`src/rtl/mul_ctrl.sv`:
```
// ============================================================================
// Module   : mul_ctrl
// Purpose  : Issue/sequencing controller between EX and the radix-4 Booth
//            multiplier (muler): decode, issue, capture, respond, flush and
//            watchdog.
// Option   : MULCTL_ZERO_BYPASS_EN - zero operand answers without the muler.
// Revision : 1.0 - initial release
// ============================================================================
`default_nettype none

module mul_ctrl #(
  parameter int TIMEOUT_CYCLES = 63
) (
  input  logic        clock,
  input  logic        reset,
  input  logic        req_valid,
  output logic        req_ready,
  input  logic [2:0]  req_op,
  input  logic [63:0] req_src1,
  input  logic [63:0] req_src2,
  input  logic        flush,
  output logic        resp_valid,
  input  logic        resp_ready,
  output logic [63:0] resp_data,
  output logic        resp_err,
  output logic        busy,
  output logic        mul_in_valid,
  output logic        mul_flush,
  output logic        mul_mulw,
  output logic [1:0]  mul_signed,
  output logic [63:0] mul_multiplicand,
  output logic [63:0] mul_multiplier,
  input  logic        mul_out_ready,
  input  logic        mul_out_valid,
  input  logic [63:0] mul_result_hi,
  input  logic [63:0] mul_result_lo
);

  if ((TIMEOUT_CYCLES < 40) || (TIMEOUT_CYCLES > 255)) begin : g_param_check
    $error("mul_ctrl: TIMEOUT_CYCLES must be within 40..255");
  end

  localparam logic [2:0] ST_IDLE  = 3'd0;
  localparam logic [2:0] ST_ISSUE = 3'd1;
  localparam logic [2:0] ST_WAIT  = 3'd2;
  localparam logic [2:0] ST_DONE  = 3'd3;
  localparam logic [2:0] ST_DRAIN = 3'd4;

  localparam logic [2:0] OP_MUL    = 3'd0;
  localparam logic [2:0] OP_MULH   = 3'd1;
  localparam logic [2:0] OP_MULHSU = 3'd2;
  localparam logic [2:0] OP_MULHU  = 3'd3;
  localparam logic [2:0] OP_MULW   = 3'd4;

  localparam logic [7:0] C_CNT_LAST = 8'(TIMEOUT_CYCLES - 1);

  logic [2:0]  state_q, state_d;
  logic [2:0]  op_q, op_d;
  logic [63:0] src1_q, src1_d;
  logic [63:0] src2_q, src2_d;
  logic [7:0]  cnt_q, cnt_d;
  logic [63:0] resp_data_q, resp_data_d;
  logic        resp_err_q, resp_err_d;

  logic        accept;
  logic        op_reserved;
  logic        zero_src;
  logic        cnt_expired;
  logic [63:0] result_sel;

  assign accept      = req_valid & (state_q == ST_IDLE) & ~flush;
  assign op_reserved = (req_op > OP_MULW);
  assign cnt_expired = (cnt_q == C_CNT_LAST);

`ifdef MULCTL_ZERO_BYPASS_EN
  assign zero_src = (req_src1 == 64'd0) | (req_src2 == 64'd0);
`else
  assign zero_src = 1'b0;
`endif

  // Reserved ops never reach WAIT, so the default arm only serves the high-half ops.
  always_comb begin
    result_sel = mul_result_hi;
    case (op_q)
      OP_MUL:  result_sel = mul_result_lo;
      OP_MULW: result_sel = {{32{mul_result_lo[31]}}, mul_result_lo[31:0]};
      default: result_sel = mul_result_hi;
    endcase
  end

  always_ff @(posedge clock or negedge reset) begin
    if (!reset) begin
      state_q     <= ST_IDLE;
      op_q        <= 3'd0;
      src1_q      <= 64'd0;
      src2_q      <= 64'd0;
      cnt_q       <= 8'd0;
      resp_data_q <= 64'd0;
      resp_err_q  <= 1'b0;
    end else begin
      state_q     <= state_d;
      op_q        <= op_d;
      src1_q      <= src1_d;
      src2_q      <= src2_d;
      cnt_q       <= cnt_d;
      resp_data_q <= resp_data_d;
      resp_err_q  <= resp_err_d;
    end
  end

  always_comb begin
    state_d     = state_q;
    op_d        = op_q;
    src1_d      = src1_q;
    src2_d      = src2_q;
    cnt_d       = cnt_q;
    resp_data_d = resp_data_q;
    resp_err_d  = resp_err_q;
    case (state_q)
      ST_IDLE: begin
        if (accept) begin
          op_d        = req_op;
          src1_d      = req_src1;
          src2_d      = req_src2;
          resp_data_d = 64'd0;
          resp_err_d  = 1'b0;
          state_d     = (op_reserved | zero_src) ? ST_DONE : ST_ISSUE;
        end
      end
      ST_ISSUE: begin
        if (flush) begin
          state_d = ST_IDLE;
        end else if (mul_out_ready) begin
          state_d = ST_WAIT;
          cnt_d   = 8'd0;
        end
      end
      ST_WAIT: begin
        cnt_d = cnt_q + 8'd1;
        if (flush) begin
          // A result arriving with the flush closes the op; otherwise drain it.
          state_d = mul_out_valid ? ST_IDLE : ST_DRAIN;
          cnt_d   = 8'd0;
        end else if (mul_out_valid) begin
          state_d     = ST_DONE;
          resp_data_d = result_sel;
          resp_err_d  = 1'b0;
        end else if (cnt_expired) begin
          state_d     = ST_DONE;
          resp_data_d = 64'd0;
          resp_err_d  = 1'b1;
        end
      end
      ST_DONE: begin
        if (flush || resp_ready) begin
          state_d = ST_IDLE;
        end
      end
      ST_DRAIN: begin
        cnt_d = cnt_q + 8'd1;
        if (mul_out_valid || cnt_expired) begin
          state_d = ST_IDLE;
        end
      end
      default: state_d = ST_IDLE;
    endcase
  end

  always_comb begin
    req_ready        = (state_q == ST_IDLE) & ~flush;
    busy             = (state_q != ST_IDLE);
    resp_valid       = (state_q == ST_DONE);
    resp_err         = (state_q == ST_DONE) & resp_err_q;
    resp_data        = (state_q == ST_DONE) ? resp_data_q : 64'd0;
    mul_in_valid     = (state_q == ST_ISSUE) & mul_out_ready & ~flush;
    mul_flush        = (state_q == ST_WAIT) & ~mul_out_valid & (flush | cnt_expired);
    mul_mulw         = (op_q == OP_MULW);
    mul_multiplicand = src1_q;
    mul_multiplier   = src2_q;
    mul_signed       = 2'b00;
    case (op_q)
      OP_MULH:   mul_signed = 2'b11;
      OP_MULHSU: mul_signed = 2'b10;
      default:   mul_signed = 2'b00;
    endcase
  end

endmodule

`default_nettype wire

```
`config.mk`:
```
export PLATFORM = sky130hd
export DESIGN_NAME = mul_ctrl
export DESIGN_NICKNAME = d
export VERILOG_FILES = /design/src/rtl/mul_ctrl.sv
export SDC_FILE = /design/constraint.sdc
export NUM_CORES = 1
export LEC_CHECK = 0
export ABC_AREA = 1
export CORE_AREA = 2 2 180 182
export CTS_BUF_LIST = sky130_fd_sc_hd__clkbuf_4 sky130_fd_sc_hd__clkbuf_8
export DETAILED_ROUTE_END_ITERATION = 7
export DIE_AREA = 0 0 182 184
export PLACE_DENSITY = 0.65
export SKIP_CTS_REPAIR_TIMING = 1
export SYNTH_ARGS = -nofsm -noshare
export SYNTH_HDL_FRONTEND = slang
export SYNTH_SLANG_ARGS = --single-unit
export TNS_END_PERCENT = 20
```
`constraint.sdc`:
```
create_clock -name clock -period 3.2 [get_ports clock]
set_input_delay 0.96 -clock clock [delete_from_list [all_inputs] [get_ports clock]]
set_output_delay 0.96 -clock clock [all_outputs]
set_load 0.05 [all_outputs]
```
# ---- Yosys cells after proc, flatten, opt, wreduce, memory -nomap -nowiden
# Index checks and enable logic that the tools add are counted.
dict set report word_totals {
  input_bits 266
  ff_bits 207
}
dict set report op_classes {
  n_lt_le_gt_ge 1
  addsub 1
  mux 28
  reduce_logical 11
  bitwise_logic 11
  n_eq_ne 17
}
# operator n
set ops {}
lappend ops {{2-to-1 mux 64 bit} 5}
lappend ops {{case mux 64 bit (2 select lines)} 2}
lappend ops {{2-to-1 mux 3 bit} 9}
lappend ops {{2-to-1 mux 8 bit} 3}
lappend ops {{case mux 8 bit (3 select lines)} 1}
lappend ops {{case mux 3 bit (5 select lines)} 1}
lappend ops {{inequality test 2 bit (second input constant)} 5}
lappend ops {{equality test 3 x 2 -> 1 bit (second input constant)} 3}
lappend ops {{adder 8 x 1 -> 8 bit (second input constant)} 1}
lappend ops {{bitwise AND 1 bit} 8}
lappend ops {{equality test 8 x 6 -> 1 bit (second input constant)} 1}
lappend ops {{equality test 3 x 1 -> 1 bit (second input constant)} 2}
lappend ops {{equality test 3 bit (second input constant)} 2}
lappend ops {{logical NOT 3 bit} 2}
lappend ops {{inequality test 3 bit (second input constant)} 2}
lappend ops {{nonzero test 3 bit} 2}
lappend ops {{AND reduction 5 bit} 1}
lappend ops {{2-to-1 mux 1 bit} 4}
lappend ops {{inequality test 4 bit (second input constant)} 1}
lappend ops {{case mux 2 bit (2 select lines)} 1}
lappend ops {{AND reduction 4 bit} 1}
lappend ops {{greater-than comparator 3 bit (second input constant)} 1}
lappend ops {{AND reduction 3 bit} 1}
lappend ops {{logical OR 1 bit} 2}
lappend ops {{7 further kinds} 8}

# ---- Logic depth before layout (Yosys ltp)
dict set report depth {
  depth_word 5
  mapped_depth 13
  ltp_nobuf 11
}

# ---- Worst setup path after synthesis
# Ideal clock, no wire load.
dict set report synth_path {
  kind {input -> output}
  start {input port flush}
  end {output port mul_in_valid}
  arrival_time_ns 2.214
  cell_stages 5
  slack_ns 0.026
  t_required_ns 2.240
  path_cell_list {buf_2 > inv_1 > clkbuf_1 > nand2_1 > nor2_1}
}
dict set report synth_between {
  elab_chain_len 2
}
# item line_no
set synth_lines {}
lappend synth_lines {{start, declared} 21} ;# input logic flush,
lappend synth_lines {{inverter 1 bit} 175} ;# mul_in_valid = (state_q == ST_ISSUE) & mul_out_ready & ~flush;
lappend synth_lines {{bitwise AND 1 bit} 175}
lappend synth_lines {{end, declared} 27} ;# output logic mul_in_valid,
# Every way passes these cells.

# ---- Worst setup path in the final report
dict set report layout_path {
  start {register state_q[0]}
  end {output port busy}
}
dict set report layout_between {
  elab_chain_len 1
}
# item line_no
set layout_lines {}
lappend layout_lines {{start, declared} 57} ;# logic [2:0] state_q, state_d;
lappend layout_lines {{start signal, assigned} 101} ;# state_q <= state_d;
lappend layout_lines {{nonzero test 3 bit} 171} ;# busy = (state_q != ST_IDLE);
lappend layout_lines {{end, declared} 26} ;# output logic busy,
# Every way passes these cells.

==> results.json <==
{
  "netlist.area_leader.share_pct": 50.5,
  "dp_hpwl_um": 27500,
  "drt-initial-drc-count": 674,
  "drcViolationCount": 0,
  "place.gp.congestion": 0.837,
  "required_ps": 2240,
  "drv_slew": 0,
  "crit_path_end_kind": "primary output",
  "crit_start": "state_q[0]$_DFFE_PN0P_",
  "antenna_found_initial": 5,
  "die_w_um": 182,
  "wl_um": 38800,
  "drive_gt1_share_pct": 9.62,
  "min_period_ps": 3040,
  "area_delta_synth_final_pct": 61.5,
  "status": "complete, no violations",
  "setup_viol": 0,
  "ys_top_cells_by_area": "dfrtp_1, nand2_1, nand3_1",
  "path_cells": "inv_2, nand2_2, clkdlybuf4s50_1",
  "tightest_slew_ps": 716,
  "postLayoutCellArea_mm2": 0.0166,
  "cp_slowest_cell": "clkdlybuf4s50_1",
  "syn-num-nets": 1665,
  "clkSlewWorstSetupHoldPaths_ps": 60,
  "crit_fanout": 5,
  "die_y_um": 184,
  "die_area_mm2": 0.0335,
  "clock_skew_ps": 16.1,
  "grt_pass1_vias": 10800,
  "start_util_pct": 32.7,
  "ys_seq_area_share_pct": 50.5,
  "slew_headroom_pct": 52.3,
  "syn_inst": 1397,
  "grt_pass1_wl_um": 59700,
  "yosysWarningCount": 0,
  "cts_tree": "yes",
  "pre_cts_ws_ps": 232,
  "yosys.area.top_type": "dfrtp_1",
  "detail_route.wl_per_cell_um": 17.2,
  "placed_area_mm2": 0.0157,
  "setup_slack_ps": 164,
  "ios": 467,
  "wl_met1_um": 15200,
  "rows": 65,
  "post-route-util_pct": 52.8,
  "vias": 10800,
  "path_class": "flop to primary output",
  "p_seq_share_pct": 27.1,
  "viasPerCell": 4.78,
  "synth_area_per_cell_um2": 7.34,
  "dr_wl_met3_um": 4080,
  "cts_made_buffers": 38,
  "worstPathArrival_ps": 2080,
  "slowest_delay_ps": 840,
  "final_nets": 2096,
  "htreeDepth": 2,
  "max_cap_viol_count": 0,
  "clkPwrFrac_pct": 17.7,
  "grt_setup_unrepaired": "no",
  "gr-usage-all-layers_pct": 22.6,
  "grt_max_degree": 94,
  "p_int_mw": 7.93,
  "top_layer_used": "met5",
  "p_sw_mw": 7.74,
  "syn_area_mm2": 0.0103,
  "cts_max_path_buffers": 3,
  "worstSkewPairLatency_ps": 520,
  "reg2reg_from": "op_q[0]$_DFFE_PN0P_",
  "clock.fmax_mhz": 329,
  "power_density_mw_per_mm2": 946,
  "cp-start-kind": "flop",
  "leakagePower_nw": 8.08,
  "met2RoutedLength_um": 18500,
  "power_switching_share_pct": 49.4,
  "overflow": 0,
  "ys_ff_latch": 207,
  "synth_cell_types": 27,
  "timing.final.hold_violations": 0,
  "core_mm2": 0.0314,
  "ant_nets": 0,
  "ir_drop_mv": 0.744,
  "timing.final.crit_share_pct": 94.9,
  "worstHoldPathType": "primary input to async pin",
  "port_buffers": 466,
  "clock-sinks": 207,
  "drt-pass1-iter-count": 8,
  "root_buffer": "clkbuf_8",
  "power_frac_comb_pct": 55.2,
  "fill_cells": 2976
}
-- sequential cells by signal (all words and copies together), names as in the netlist --
name	flops
state_q	3
cnt_q	8
resp_err_q	1
mul_multiplicand	64
resp_data_q	64
op_q	3
mul_multiplier	64
-- path summary, 6_finish.rpt --
kind / endpoint / slack (ps) / cells past startpoint
max in group asynchronous: mul_multiplicand[41]$_DFFE_PN0P_ / 1990 / 2
setup reg to reg: resp_data_q[59]$_DFFE_PN0P_ / 1060 / 9
min in group clock: mul_multiplier[52]$_DFFE_PN0P_ / 470 / 2
setup / recovery: busy / 160 / 3
hold / removal: resp_data_q[11]$_DFFE_PN0P_ / 440 / 1
hold reg to reg: mul_multiplier[52]$_DFFE_PN0P_ / 470 / 2
-- worst max-delay path: cells and delay by family, from the launching register on --
kind                   cells  cell delay [ps]
DFF                        1              450
and+or+nand+nor            1              170
buffers and inverters      2              930
-- layer usage --
metal	global-route usage [%]	up-vias
met5	0	-
met4	7.94	2
met3	8.58	74
met2	37.9	451
met1	26.6	5037
li1	-	5219
-- power by group through the flow --
stage | clock network [mW] | logic (mW) | registers [mW]
global placement | 0 | 8.69 | 4.22
finish | 2.77 | 8.66 | 4.25
detailed placement | 0 | 8.72 | 4.25
CTS | 2.85 | 8.75 | 4.24
global route | 2.97 | 9.28 | 4.38
floorplan | 0 | 2.93 | 6.82
-- synth_stat cells --
library cell / number
clkbuf_1: 53
a21oi_1: 38
nand3_1: 277
buf_1: 1
nor2_4: 2
dfrtp_1: 207
o211ai_1: 3
a21oi_2: 2
nand3_2: 1
nand2_2: 5
nor2_2: 2
o22ai_1: 1
buf_2: 33
clkinv_1: 1
nand4_1: 4
inv_1: 116
a21o_1: 1
buf_6: 6
ha_1: 2
o21ai_0: 5
nand2_1: 552
xor2_1: 1
inv_2: 2
xnor2_1: 1
buf_4: 5
clkbuf_4: 1
nor2_1: 75
-- cells by family (layout without fill, tap and decap cells) --
| family | count (synthesis) | in the layout | synth area share, % |
|---|---|---|---|
| DFF | 207 | 207 | 50.5 |
| other | 0 | 4 | 0 |
| xor gates and xnor gates | 2 | 2 | 0.171 |
| buffers and inverters | 218 | 671 | 9.04 |
| AOI/OAI and AO/OA | 50 | 50 | 2.62 |
| and+or+nand+nor | 918 | 918 | 37.4 |
| adders and majority gates | 2 | 2 | 0.244 |
-- cell usage in the layout, fill, tap and decap left out, drive strengths merged, types with 2 or more instances in the layout --
| cell | netlist | layout |
|---|---|---|
| clkinv | 1 | 6 |
| nor2 | 79 | 79 |
| o211ai | 3 | 3 |
| o21ai | 5 | 5 |
| dfrtp | 207 | 207 |
| a21oi | 40 | 40 |
| ha | 2 | 2 |
| buf | 45 | 98 |
| nand4 | 4 | 4 |
| nand3 | 278 | 278 |
| diode | 0 | 4 |
| bufinv | 0 | 4 |
| clkdlybuf4s50 | 0 | 392 |
| inv | 118 | 120 |
| nand2 | 557 | 557 |
| clkbuf | 54 | 51 |
-- per-stage QoR --
| stage | instances | hold slack, ps | power [mW] | setup TNS [ps] |
|---|---|---|---|---|
| floorplan | 1397 | 442 | 9.75 | 0 |
| global placement | 2190 | 453 | 12.9 | 0 |
| detailed placement | 2190 | 458 | 13.0 | 0 |
| CTS | 2252 | 444 | 15.8 | -973 |
| global route | 2256 | 458 | 16.6 | 0 |
| finish | 2256 | 440 | 15.7 | 0 |
-- layout make-up --
type / instances / area (um^2) / share of cell area, %
Antenna cell: 4 / 10.0 / 0.0604
Clock buffer: 51 / 652 / 3.93
Clock inverter: 11 / 163 / 0.982
Inverter: 119 / 447 / 2.70
Multi-Input combinational cell: 972 / 4190 / 25.3
Sequential cell: 207 / 5180 / 31.3
Tap cell: 402 / 503 / 3.04
Timing Repair Buffer: 490 / 5430 / 32.8
No activity file was read; power rests on OpenSTA's default activity.
